$ cat src/rtl/mul_div_pkg.sv
// Shared constants and state encoding for the sequential multiply/divide units.
package mul_div_pkg;

   localparam int DEF_WIDTH = 32;

   function automatic int cnt_w(input int width);
      return $clog2(width) + 1;
   endfunction

   localparam int CNT_W = cnt_w(DEF_WIDTH);

   typedef enum logic [1:0] {
      IDLE = 2'd0,
      CALC = 2'd1,
      FIX  = 2'd2
   } state_e;

endpackage

$ cat src/rtl/twos_abs.sv
// Magnitude and sign of a two's-complement value; the most negative value maps to itself as unsigned.
module twos_abs #(
   parameter int WIDTH = 32
) (
   input  logic [WIDTH-1:0] x,
   output logic [WIDTH-1:0] mag,
   output logic             sign
);

   always_comb begin
      sign = x[WIDTH-1];
      mag  = sign ? (~x + WIDTH'(1)) : x;
   end

endmodule

$ cat src/rtl/mult_seq.sv
// Radix-2 shift-add multiplier, fixed WIDTH+1 cycle latency, HI/LO product with optional signed mode.
// Handshake: start is sampled only while idle; busy is high from the accepting edge until the
// edge that loads hi/lo, where done pulses for one cycle. A start during busy is dropped.
module mult_seq
   import mul_div_pkg::*;
#(
   parameter int WIDTH = DEF_WIDTH
) (
   input  logic             clock,
   input  logic             reset,
   input  logic             start,
   input  logic             is_signed,
   input  logic [WIDTH-1:0] a,
   input  logic [WIDTH-1:0] b,
   output logic [WIDTH-1:0] hi,
   output logic [WIDTH-1:0] lo,
   output logic             busy,
   output logic             done,
   output state_e           dbg_state
);

   localparam int CW = cnt_w(WIDTH);

   state_e             state, state_nxt;
   logic [WIDTH-1:0]   mcand, mplier;
   logic [WIDTH:0]     acc, sum;
   logic [CW-1:0]      count;
   logic               neg;
   logic [WIDTH-1:0]   mag_a, mag_b;
   logic               sign_a, sign_b;
   logic [2*WIDTH-1:0] prod, prod_fix;
   logic               last_iter;

   twos_abs #(.WIDTH(WIDTH)) u_abs_a (.x(a), .mag(mag_a), .sign(sign_a));
   twos_abs #(.WIDTH(WIDTH)) u_abs_b (.x(b), .mag(mag_b), .sign(sign_b));

   always_ff @(posedge clock or negedge reset) begin
      if (!reset) state <= IDLE;
      else        state <= state_nxt;
   end

   assign last_iter = (count == CW'(WIDTH - 1));

   always_comb begin
      state_nxt = state;
      case (state)
         IDLE:    if (start) state_nxt = CALC;
         CALC:    if (last_iter) state_nxt = FIX;
         FIX:     state_nxt = IDLE;
         default: state_nxt = IDLE;
      endcase
   end

   always_comb begin
      busy      = (state != IDLE);
      dbg_state = state;
   end

   always_comb begin
      sum      = acc + (mplier[0] ? {1'b0, mcand} : '0);
      prod     = {acc[WIDTH-1:0], mplier};
      prod_fix = neg ? (~prod + (2*WIDTH)'(1)) : prod;
   end

   // hi/lo only change in FIX so a read during busy sees the previous product.
   always_ff @(posedge clock or negedge reset) begin
      if (!reset) begin
         mcand  <= '0;
         mplier <= '0;
         acc    <= '0;
         count  <= '0;
         neg    <= 1'b0;
         hi     <= '0;
         lo     <= '0;
         done   <= 1'b0;
      end else begin
         done <= (state == FIX);
         case (state)
            IDLE: if (start) begin
               mcand  <= is_signed ? mag_a : a;
               mplier <= is_signed ? mag_b : b;
               neg    <= is_signed & (sign_a ^ sign_b);
               acc    <= '0;
               count  <= '0;
            end
            CALC: begin
               acc    <= {1'b0, sum[WIDTH:1]};
               mplier <= {sum[0], mplier[WIDTH-1:1]};
               count  <= count + CW'(1);
            end
            FIX: begin
               hi <= prod_fix[2*WIDTH-1:WIDTH];
               lo <= prod_fix[WIDTH-1:0];
            end
            default: ;
         endcase
      end
   end

endmodule
$ cat config.mk
export PLATFORM = sky130hd
export DESIGN_NAME = mult_seq
export DESIGN_NICKNAME = d
export VERILOG_FILES = /design/src/rtl/mul_div_pkg.sv /design/src/rtl/twos_abs.sv /design/src/rtl/mult_seq.sv
export SDC_FILE = /design/constraint.sdc
export NUM_CORES = 1
export LEC_CHECK = 0
export ABC_AREA = 1
export CAP_MARGIN = 20
export CELL_PAD_IN_SITES_DETAIL_PLACEMENT = 2
export CELL_PAD_IN_SITES_GLOBAL_PLACEMENT = 2
export CORE_MARGIN = 3
export CORE_UTILIZATION = 34
export CTS_CLUSTER_SIZE = 12
export DETAILED_ROUTE_END_ITERATION = 6
export PLACE_DENSITY_LB_ADDON = 0.1
export SLEW_MARGIN = 20
export SYNTH_ARGS = -nofsm -noshare
export SYNTH_HDL_FRONTEND = slang
export SYNTH_HIERARCHICAL = 1
export SYNTH_SLANG_ARGS = --single-unit
$ cat constraint.sdc
create_clock -name clock -period 4.3 [get_ports clock]
set_input_delay 0.645 -clock clock [delete_from_list [all_inputs] [get_ports clock]]
set_output_delay 0.645 -clock clock [all_outputs]
set_load 0.005 [all_outputs]
==> After elaboration in Yosys (flattened, before gate mapping) <==
Cells that the tools add are included.
{ "totals": {"ff_bits": 171, "wordCells": 45, "out_inout_bits": 68, "input_bits": 68} }
{ "op_classes": {"n_addsub": 5, "reduce_logical": 6, "bitwise_logic": 5, "n_mux": 15, "n_eq_ne": 5} }
{ "ops": {"columns": ["op", "n"], "rows": [
  ["32-bit 2-to-1 mux", 6],
  ["33-bit one-hot mux with 2 select lines", 1],
  ["32-bit by 1-bit adder with 32-bit output (second input constant)", 2],
  ["64-bit by 1-bit adder with 64-bit output (second input constant)", 1],
  ["64-bit 2-to-1 mux", 1],
  ["32-bit NOT", 2],
  ["64-bit NOT", 1],
  ["32-bit one-hot mux with 2 select lines", 1],
  ["33-bit by 32-bit adder with 33-bit output", 1],
  ["33-bit 2-to-1 mux", 1],
  ["6-bit one-hot mux with 2 select lines", 1],
  ["6-bit by 1-bit adder with 6-bit output (second input constant)", 1],
  ["6-bit by 5-bit == test with 1-bit output (second input constant)", 1],
  ["6-bit 2-to-1 mux", 1],
  ["2-bit AND reduction", 3],
  ["2-bit 2-to-1 mux", 2],
  ["2-bit != test (second input constant)", 2],
  ["2-bit one-hot mux with 2 select lines", 1],
  ["2-bit nonzero test", 2],
  ["2-bit by 1-bit == test with 1-bit output (second input constant)", 1],
  ["2-bit == test (second input constant)", 1],
  ["2-bit zero test", 1],
  ["1-bit AND", 1],
  ["1-bit bitwise XOR", 1]
]} }

==> Longest topological paths before layout <==
Gate-level depths: netlist (run 1).
{ "depth": {"ltp_word": 6, "ltp_mapped": 18} }

==> Cells and area by module <==
Netlist (run 1), hierarchy kept.
{ "modules_own_cells": {"columns": ["mod", "cells_per_inst", "seq_area_each_um2", "area_per_inst_um2", "n_inst"], "rows": [
  ["mult_seq", 1794, 4254.1, 11876.4, 1],
  ["twos_abs", 219, 0.0, 1046.0, 2]
]} }

==> Worst setup path before layout (run 1) <==
OpenSTA, ideal clock, no wires.
{ "synth_timing": {"path_type": "register to register", "startpoint": "register mplier[0]", "endpoint": "register acc[19]", "period_less_slack_ps": 2278, "path_buffers": 2, "arrival_ps": 2152, "path_stages_with_launch": 18, "setup_time_ps": 126, "setup_slack_ps": 2022, "required_ps": 4174, "path_cell_list": "dfrtp_1 -> buf_6 -> clkbuf_1 -> nand2_1 -> inv_1 -> ha_1 -> inv_1 -> fa_1 -> inv_1 -> nand3_1 -> nand3_1 -> nand2_1 -> nand3_1 -> nand2_1 -> nand2_1 -> nand2_1 -> nand3_1 -> o21ai_0"} }
{ "synth_between": {"elab_chain_len": 3} }
{ "synth_rtl": {"columns": ["item", "line", "text"], "rows": [
  ["start: declaration", "mult_seq.sv:25", "logic [WIDTH-1:0] mcand, mplier;"],
  ["start signal: assignment", "mult_seq.sv:81", "mplier <= is_signed ? mag_b : b;"],
  ["start signal: assignment", "mult_seq.sv:88", "mplier <= {sum[0], mplier[WIDTH-1:1]};"],
  ["32-bit 2-to-1 mux", "mult_seq.sv:60", "sum = acc + (mplier[0] ? {1'b0, mcand} : '0);"],
  ["33-bit by 32-bit adder with 33-bit output", "mult_seq.sv:60", null],
  ["33-bit one-hot mux with 2 select lines", "mult_seq.sv:78", "case (state)"],
  ["end signal: assignment", "mult_seq.sv:87", "acc <= {1'b0, sum[WIDTH:1]};"],
  ["end: declaration", "mult_seq.sv:26", "logic [WIDTH:0] acc, sum;"]
]} }
Every way passes these cells.
A chain may end at the register's enable or synchronous reset.

==> Worst setup path in the final report (run 1) <==
{ "layout_timing": {"startpoint": "register mplier[0]", "endpoint": "register acc[15]"} }
Same word-level chain as after synthesis.

==> impl_metrics.toml, run 1 <==
[sta]
setup-violations-final = 0
final_period_minus_worst_setup_slack_ns = 2.959
max-slew-margin-rel_pct = 35.46
final_min_period_over_clock_period_pct = 68.82
worst_pin_slew_ns = 0.9671
max_clock_freq_ghz = 0.3379
finalSetupTns_ns = 0
grt_setup_unrepaired = "false"
slew_violations = 0
timing_hold_violations_final = 0
timing.final.ws_setup_ns = 1.341
fin_worst_skew_ns = 0.01626

[logic_synthesis]
portion_of_netlist_area_occupied_by_mux_cells_pct = 1.290
syn-num-nets = 2337
syn_area_mm2 = 0.01397
synth_xor_xnor_area_share_pct = 3.825
postSynthAreaPerCell_um2 = 6.258
synthDistinctLibCells = 45
synth_fa_ha_area_share_pct = 3.368
synth_async_sr_flop_share_pct = 100.0
synth-warning-count = 6
synth_top_family_by_area = "simple AND/OR/NAND/NOR gates"
netlist_instances = 2232
ys_seq_area_share_pct = 30.46
synth-compound-area-share_pct = 9.764
synth_flop_cell = "sky130_fd_sc_hd__dfrtp_1"
yosys.area_share.simple_pct = 41.55
synth-edff-count = 0
ys_seq_elements = 170

[finish]
fin_nets = 2433
layout-drive-gt1-share_pct = 6.365
layout_commonest_cell = "sky130_fd_sc_hd__nand2_1"
fin_area_mm2 = 0.01633
area_growth_pct = 16.93
n_antenna_cell = 0
layout.cells.most_common_list = "826 x sky130_fd_sc_hd__nand2_1, 296 x sky130_fd_sc_hd__nor2_1, 253 x sky130_fd_sc_hd__inv_1"

[clock_tree]
clock-root-buffer = "sky130_fd_sc_hd__clkbuf_16"
clkSinkCount = 170
cts_hold_buffers = 0
cts-htree-levels = 4
clkSlewWorstSetupHoldPaths_ns = 0.08
insertion_delay_of_the_later_clocked_pin_in_the_worst_skew_pair_ns = 0.48
clk_path_buf_depth = 2
numCtsBuffers = 17
ctsResizeCount = 0
tritoncts = "yes"
post-cts-setup-buffers = 0

[worst_setup_path]
worstPathCellList = "buf_4, nand2_1, inv_1, ha_1, inv_1, fa_1, inv_1, nand3_1, nand3_1, nand2_1, nand2_1, nand2_1, nand2_1, nand2_1, nand2_1, o21ai_0"
worst_path_largest_cell_delay_ns = 0.49
worst_setup_path_start_kind = "flip-flop"
critPathKind = "flip-flop to flip-flop"
critical_path.slowest_cell = "sky130_fd_sc_hd__dfrtp_1"
worst-endpoint-required_ns = 4.65
critical_path.max_fanout = 32
end_kind = "flip-flop"
cpLargestDelayFamily = "simple AND/OR/NAND/NOR gates"
cp_data_arrival_time_ns = 3.31
critical-path-top-cell-by-count = "sky130_fd_sc_hd__nand2_1"
worstPathBufferInverterCount = 4

[power_and_ir_drop]
fin_total_pwr_mw = 11.70
power.internal_mw = 5.496
power.density_cell_area_mw_per_mm2 = 716.4
power.switching_fraction_pct = 53.03
netSwitchingPower_mw = 6.204
seq_power_share_pct = 27.4
ir_drop_v = 0.0003069
power.static_leakage_nw = 8.136
p_comb_share_pct = 58.4
clockPowerShare_pct = 14.2

[placement]
dpl_worst_slack_ns = 1.114
detailed_place_hpwl_mm = 44.92
placer_s_final_routability_congestion_estimate = 0.8546
port_buffers = 135
place_area_mm2 = 0.01572

[routing]
drt_iter0_drc = 900
drt_drc_violations_left = 0
via_per_inst = 5.192
detail_route.first_pass.iterations = 5
detail-route-antenna-nets = 0
route.detailed.wl_per_inst_um = 19.43
detailroute.via_count = 14879
finalWirelength_mm = 55.68

[floorplanning]
core-area_mm2 = 0.04019
floorplan.die_area_mm2 = 0.04355
initial_utilization_pct = 34.76
row_count = 73
die_width_um = 208.7
io-pin-count = 136
die_height_um = 208.7

[hold_path]
min_path_type = "input pin to asynchronous set/reset pin"

[run_status]
result_of_the_run = "completed"

[global_route]
grt.overflow.total = 0
global_route_wire_length_before_repair_mm = 89.55
initial_antenna_violation_count = 0
pin_count_of_the_biggest_net_entering_global_routing = 69
grt_pass1_vias = 16078
grt_use_total_pct = 25.66

[job]
maxCapViolCount = 0
flip-flops by register name, summed over array words and instances, names as in the netlist:
name / flops
acc: 32
hi: 32
lo: 32
mcand: 32
mplier: 32
count: 6
dbg_state: 2
done: 1
neg: 1
power by group through the flow:
stage               sequential [mW]  clock (mW)  combinational, mW
floorplan                      2.81           0               4.60
global placement               3.16           0               6.44
detailed placement             3.21           0               6.80
CTS                            3.19        1.69               6.88
global route                   3.30        1.76               7.77
finish                         3.21        1.66               6.84
stage by stage:
stage               cells  hold WS (ns)  util [%]
floorplan            2232        0.3494         -
global placement     2834        0.4621     39.12
detailed placement   2834        0.4752     39.12
CTS                  2866        0.1310     40.64
global route         2866        0.1404     40.64
finish               2866        0.1224     40.64
metal layers:
| layer | wire (um) | vias to the layer above | global-route usage, % | part of all wire (%) |
|---|---|---|---|---|
| met5 | 0 | - | 0 | 0 |
| met4 | 1057 | 0 | 6.721 | 1.9 |
| met3 | 1689 | 57 | 2.672 | 3.0 |
| met2 | 25690 | 221 | 42.12 | 46 |
| met1 | 27240 | 7378 | 36.18 | 49 |
| li1 | - | 7223 | - | - |
worst reg2reg max path: cells and delay by family (launching register included):
family                     cells  cell delay (ns)
adders and majority gates      2             0.66
buffers and inverters          4             0.67
and+or+nand+nor                9             0.92
AOI/OAI and AO/OA              1             0.08
DFF                            1             0.49
cells in the mapped netlist (7+ instances only):
master | number | share of area (%)
sky130_fd_sc_hd__xnor2_1 | 27 | 1.7
sky130_fd_sc_hd__dfrtp_1 | 170 | 30
sky130_fd_sc_hd__buf_4 | 8 | 0.43
sky130_fd_sc_hd__nand4_1 | 21 | 0.94
sky130_fd_sc_hd__nand3_1 | 145 | 5.2
sky130_fd_sc_hd__nor2_1 | 297 | 8.0
sky130_fd_sc_hd__a21oi_1 | 34 | 1.2
sky130_fd_sc_hd__o221ai_1 | 19 | 1.2
sky130_fd_sc_hd__nor2_2 | 36 | 1.6
sky130_fd_sc_hd__o21ai_1 | 22 | 0.79
sky130_fd_sc_hd__o22ai_1 | 7 | 0.31
sky130_fd_sc_hd__o311ai_0 | 13 | 0.82
sky130_fd_sc_hd__nor3_1 | 11 | 0.39
sky130_fd_sc_hd__xor2_1 | 34 | 2.1
sky130_fd_sc_hd__inv_1 | 254 | 6.8
sky130_fd_sc_hd__nand2_2 | 18 | 0.81
sky130_fd_sc_hd__a31oi_1 | 32 | 1.4
sky130_fd_sc_hd__buf_2 | 28 | 1.0
sky130_fd_sc_hd__ha_1 | 36 | 3.2
sky130_fd_sc_hd__nand2_1 | 827 | 22
sky130_fd_sc_hd__o21ai_0 | 80 | 2.9
sky130_fd_sc_hd__nor2_4 | 16 | 1.3
sky130_fd_sc_hd__clkbuf_1 | 29 | 0.78
sky130_fd_sc_hd__inv_2 | 7 | 0.19
sky130_fd_sc_hd__mux2i_1 | 18 | 1.3
layout make-up:
type,count,area [um2]
tap,525,656.9
clock buffer,17,425.4
inverter,261,979.7
multi-input combinational,1728,8358
fill,5025,23860
sequential,170,4255
clock inverter,15,185.2
timing repair buffer,150,1473
cell families after synthesis:
group	Yosys count
AOI/OAI and AO/OA	224
xor gates and xnor gates	61
adders and majority gates	37
buffers and inverters	334
DFF	170
muxes	18
and+or+nand+nor	1388
final timing paths:
path	from	end	slack, ns	cells past startpoint
worst max register to register	mplier[0]$_DFFE_PN0P_	acc[15]$_DFFE_PN0P_	1.34	16
worst min-delay path	reset	lo[20]$_DFFE_PN0P_	0.12	1
worst max-delay path	mplier[0]$_DFFE_PN0P_	acc[15]$_DFFE_PN0P_	1.34	16
max in group asynchronous	reset	acc[17]$_DFFE_PN0P_	3.29	2
min in group clock	hi[22]$_DFFE_PN0P_	hi[22]$_DFFE_PN0P_	0.48	2
worst min register to register	hi[22]$_DFFE_PN0P_	hi[22]$_DFFE_PN0P_	0.48	2
(Power assumes the default switching activity.)
==> inputs of run 2 (changes only) <==
Settings changed: CORE_UTILIZATION 34 to 32.
Clock period 4.3 ns to 3.08 ns, I/O delays scaled along.
==> run 2 against run 1 <==
  * Sequential power up 40%
  * Via count up 0.11%
  * Routed wire length up 2.0%
  * Final cell count up 2.0%
  * Highest routed layer unchanged
==> impl_metrics.toml, run 2 (synthesis gave the netlist of run 1 again) <==
[run_status]
result_of_the_run = "completed"

[hold_path]
whs_path_cells = 2
min_path_type = "flip-flop to flip-flop"
timing.hold.worst_endpoint = "hi[12]$_DFFE_PN0P_"
min-delay-start = "hi[12]$_DFFE_PN0P_"

[power_and_ir_drop]
power.static_leakage_nw = 8.169
power.switching_fraction_pct = 53.14
clockPowerShare_pct = 13.8
power.density_cell_area_mw_per_mm2 = 995.7
netSwitchingPower_mw = 8.713
ir_drop_v = 0.0003587
p_comb_share_pct = 58.9
seq_power_share_pct = 27.4
power.internal_mw = 7.684

[routing]
detail_route.first_pass.iterations = 5
drt_iter0_drc = 740
route.detailed.wl_per_inst_um = 19.43
drt_drc_violations_left = 0
detailroute.via_count = 14895
finalWirelength_mm = 56.81
detail-route-antenna-nets = 0
via_per_inst = 5.094

[worst_setup_path]
cpLargestDelayFamily = "simple AND/OR/NAND/NOR gates"
reg2reg_to = "acc[29]$_DFFE_PN0P_"
critical-path-top-cell-by-count = "sky130_fd_sc_hd__nand2_1"
worst-endpoint-required_ns = 3.43
worst_setup_path_start_kind = "flip-flop"
worst-path-stages = 13
worstPathBufferInverterCount = 2
rr_startpoint = "mplier[0]$_DFFE_PN0P_"
setup.reg_to_reg.worst_slack_ns = 0.52
cp_data_arrival_time_ns = 2.91
worst_path_largest_cell_delay_ns = 0.43
worstPathCellList = "buf_4, nand2_1, inv_1, ha_1, nand2_1, nor2_1, nand2_1, nor2_1, nand2_1, nand2_1, nand2_1, nand3_1, nand2_1"
reg2regPathDepth = 13
critPathKind = "flip-flop to flip-flop"
critical_path.max_fanout = 30
critical_path.slowest_cell = "sky130_fd_sc_hd__ha_1"
end_kind = "flip-flop"

[finish]
layout.cells.most_common_list = "827 x sky130_fd_sc_hd__nand2_1, 296 x sky130_fd_sc_hd__nor2_1, 253 x sky130_fd_sc_hd__inv_1"
layout_commonest_cell = "sky130_fd_sc_hd__nand2_1"
layout-drive-gt1-share_pct = 6.519
n_antenna_cell = 0
area_growth_pct = 17.90
fin_nets = 2439

[sta]
max_clock_freq_ghz = 0.3905
slew_violations = 0
final_min_period_over_clock_period_pct = 83.15
final.hold.worst_slack_ns = 0.4802
setup-violations-final = 0
max-slew-margin-rel_pct = 52.39
final_period_minus_worst_setup_slack_ns = 2.561
fin_worst_skew_ns = 0.01938
worst_pin_slew_ns = 0.7132
grt_setup_unrepaired = "false"
finalSetupTns_ns = 0
timing_hold_violations_final = 0

[floorplanning]
io-pin-count = 136
floorplan.die_area_mm2 = 0.04619
initial_utilization_pct = 32.86
row_count = 75
die_width_um = 214.9
core-area_mm2 = 0.04251
die_height_um = 214.9

[placement]
detailed_place_hpwl_mm = 46.41
port_buffers = 135
placer_s_final_routability_congestion_estimate = 0.8523

[clock_tree]
clk_path_buf_depth = 2
clkSlewWorstSetupHoldPaths_ns = 0.07
ctsResizeCount = 0
clock-root-buffer = "sky130_fd_sc_hd__clkbuf_16"
numCtsBuffers = 17
clkSinkCount = 170
tritoncts = "yes"
cts-htree-levels = 4
insertion_delay_of_the_later_clocked_pin_in_the_worst_skew_pair_ns = 0.47

[global_route]
grt_use_total_pct = 24.72
grt.overflow.total = 0
grt_pass1_vias = 16107
pin_count_of_the_biggest_net_entering_global_routing = 69
initial_antenna_violation_count = 0
global_route_wire_length_before_repair_mm = 90.69

[job]
maxCapViolCount = 0
==> run 2: cell count changes in the layout (fill, tap and decap cells not counted), sizes merged <==
cell	before	now
buf	17	22
clkinv	2	5
inv	273	270
dlygate4sd3	0	1
==> run 2: metal layers <==
metal	wire length, um	up-vias	share of wire, %	global-route usage, %
met4	1022	0	1.8	6.143
met1	28220	7378	50	35.11
met3	1659	51	2.9	2.528
li1	-	7243	-	-
met2	25910	223	46	40.38
met5	0	-	0	0
==> run 2: what timing repair did <==
action | CTS | global route
hold buffers | 1 | 0
buffers inserted | 0 | 0
setup endpoints to repair | 0 | 0
endpoints found under the hold margin | 28 | 0
==> run 2: worst register-to-register path: stages (launching register included) <==
cell and delay (ns):
sky130_fd_sc_hd__dfrtp_1 0.39, sky130_fd_sc_hd__buf_4 0.24, sky130_fd_sc_hd__nand2_1 0.12, sky130_fd_sc_hd__inv_1 0.06, sky130_fd_sc_hd__ha_1 0.43, sky130_fd_sc_hd__nand2_1 0.15, sky130_fd_sc_hd__nor2_1 0.28, sky130_fd_sc_hd__nand2_1 0.18
sky130_fd_sc_hd__nor2_1 0.13, sky130_fd_sc_hd__nand2_1 0.15, sky130_fd_sc_hd__nand2_1 0.10, sky130_fd_sc_hd__nand2_1 0.05, sky130_fd_sc_hd__nand3_1 0.11, sky130_fd_sc_hd__nand2_1 0.07
==> run 2: worst max-delay path by stage <==
stage / from / slack [ns] / endpoint
6_report: mplier[0]$_DFFE_PN0P_ / 0.52 / acc[29]$_DFFE_PN0P_
5_1_grt: mplier[0]$_DFFE_PN0P_ / 0.32 / acc[29]$_DFFE_PN0P_
4_1_cts: mplier[0]$_DFFE_PN0P_ / 0.51 / acc[29]$_DFFE_PN0P_
3_5_place_dp: b[0] / 0.24 / mplier[12]$_DFFE_PN0P_
3_3_place_gp: b[0] / 0.41 / mplier[28]$_DFFE_PN0P_
2_1_floorplan: mplier[0]$_DFFE_PN0P_ / 0.80 / acc[19]$_DFFE_PN0P_
==> run 2: final cells by class <==
cell class | count | area, um2
Clock buffer | 17 | 425.4
Clock inverter | 15 | 172.7
Fill cell | 5252 | 26040
Inverter | 261 | 979.7
Multi-Input combinational cell | 1728 | 8356
Sequential cell | 170 | 4255
Tap cell | 577 | 721.9
Timing Repair Buffer | 156 | 1558
==> run 2: metrics by stage <==
stage	instance area, um2	total power, mW	setup WS (ns)	cells	util (%)
global placement	15860	13.62	0.4065	2891	37.31
finish	16470	16.40	0.5189	2924	38.74
detailed placement	15860	14.13	0.2427	2891	37.31
global route	16470	18.02	0.3227	2924	38.74
CTS	16470	16.50	0.5138	2924	38.74
floorplan	13970	10.35	0.8022	2232	-
==> run 2: power by group through the flow <==
stage / combinational (mW) / sequential [mW] / clock [mW]
after global routing: 11.0 / 4.62 / 2.41
after floorplan: 6.42 / 3.93 / 0
after CTS: 9.71 / 4.47 / 2.32
after global placement: 9.17 / 4.45 / 0
final: 9.65 / 4.49 / 2.26
after detailed placement: 9.63 / 4.50 / 0
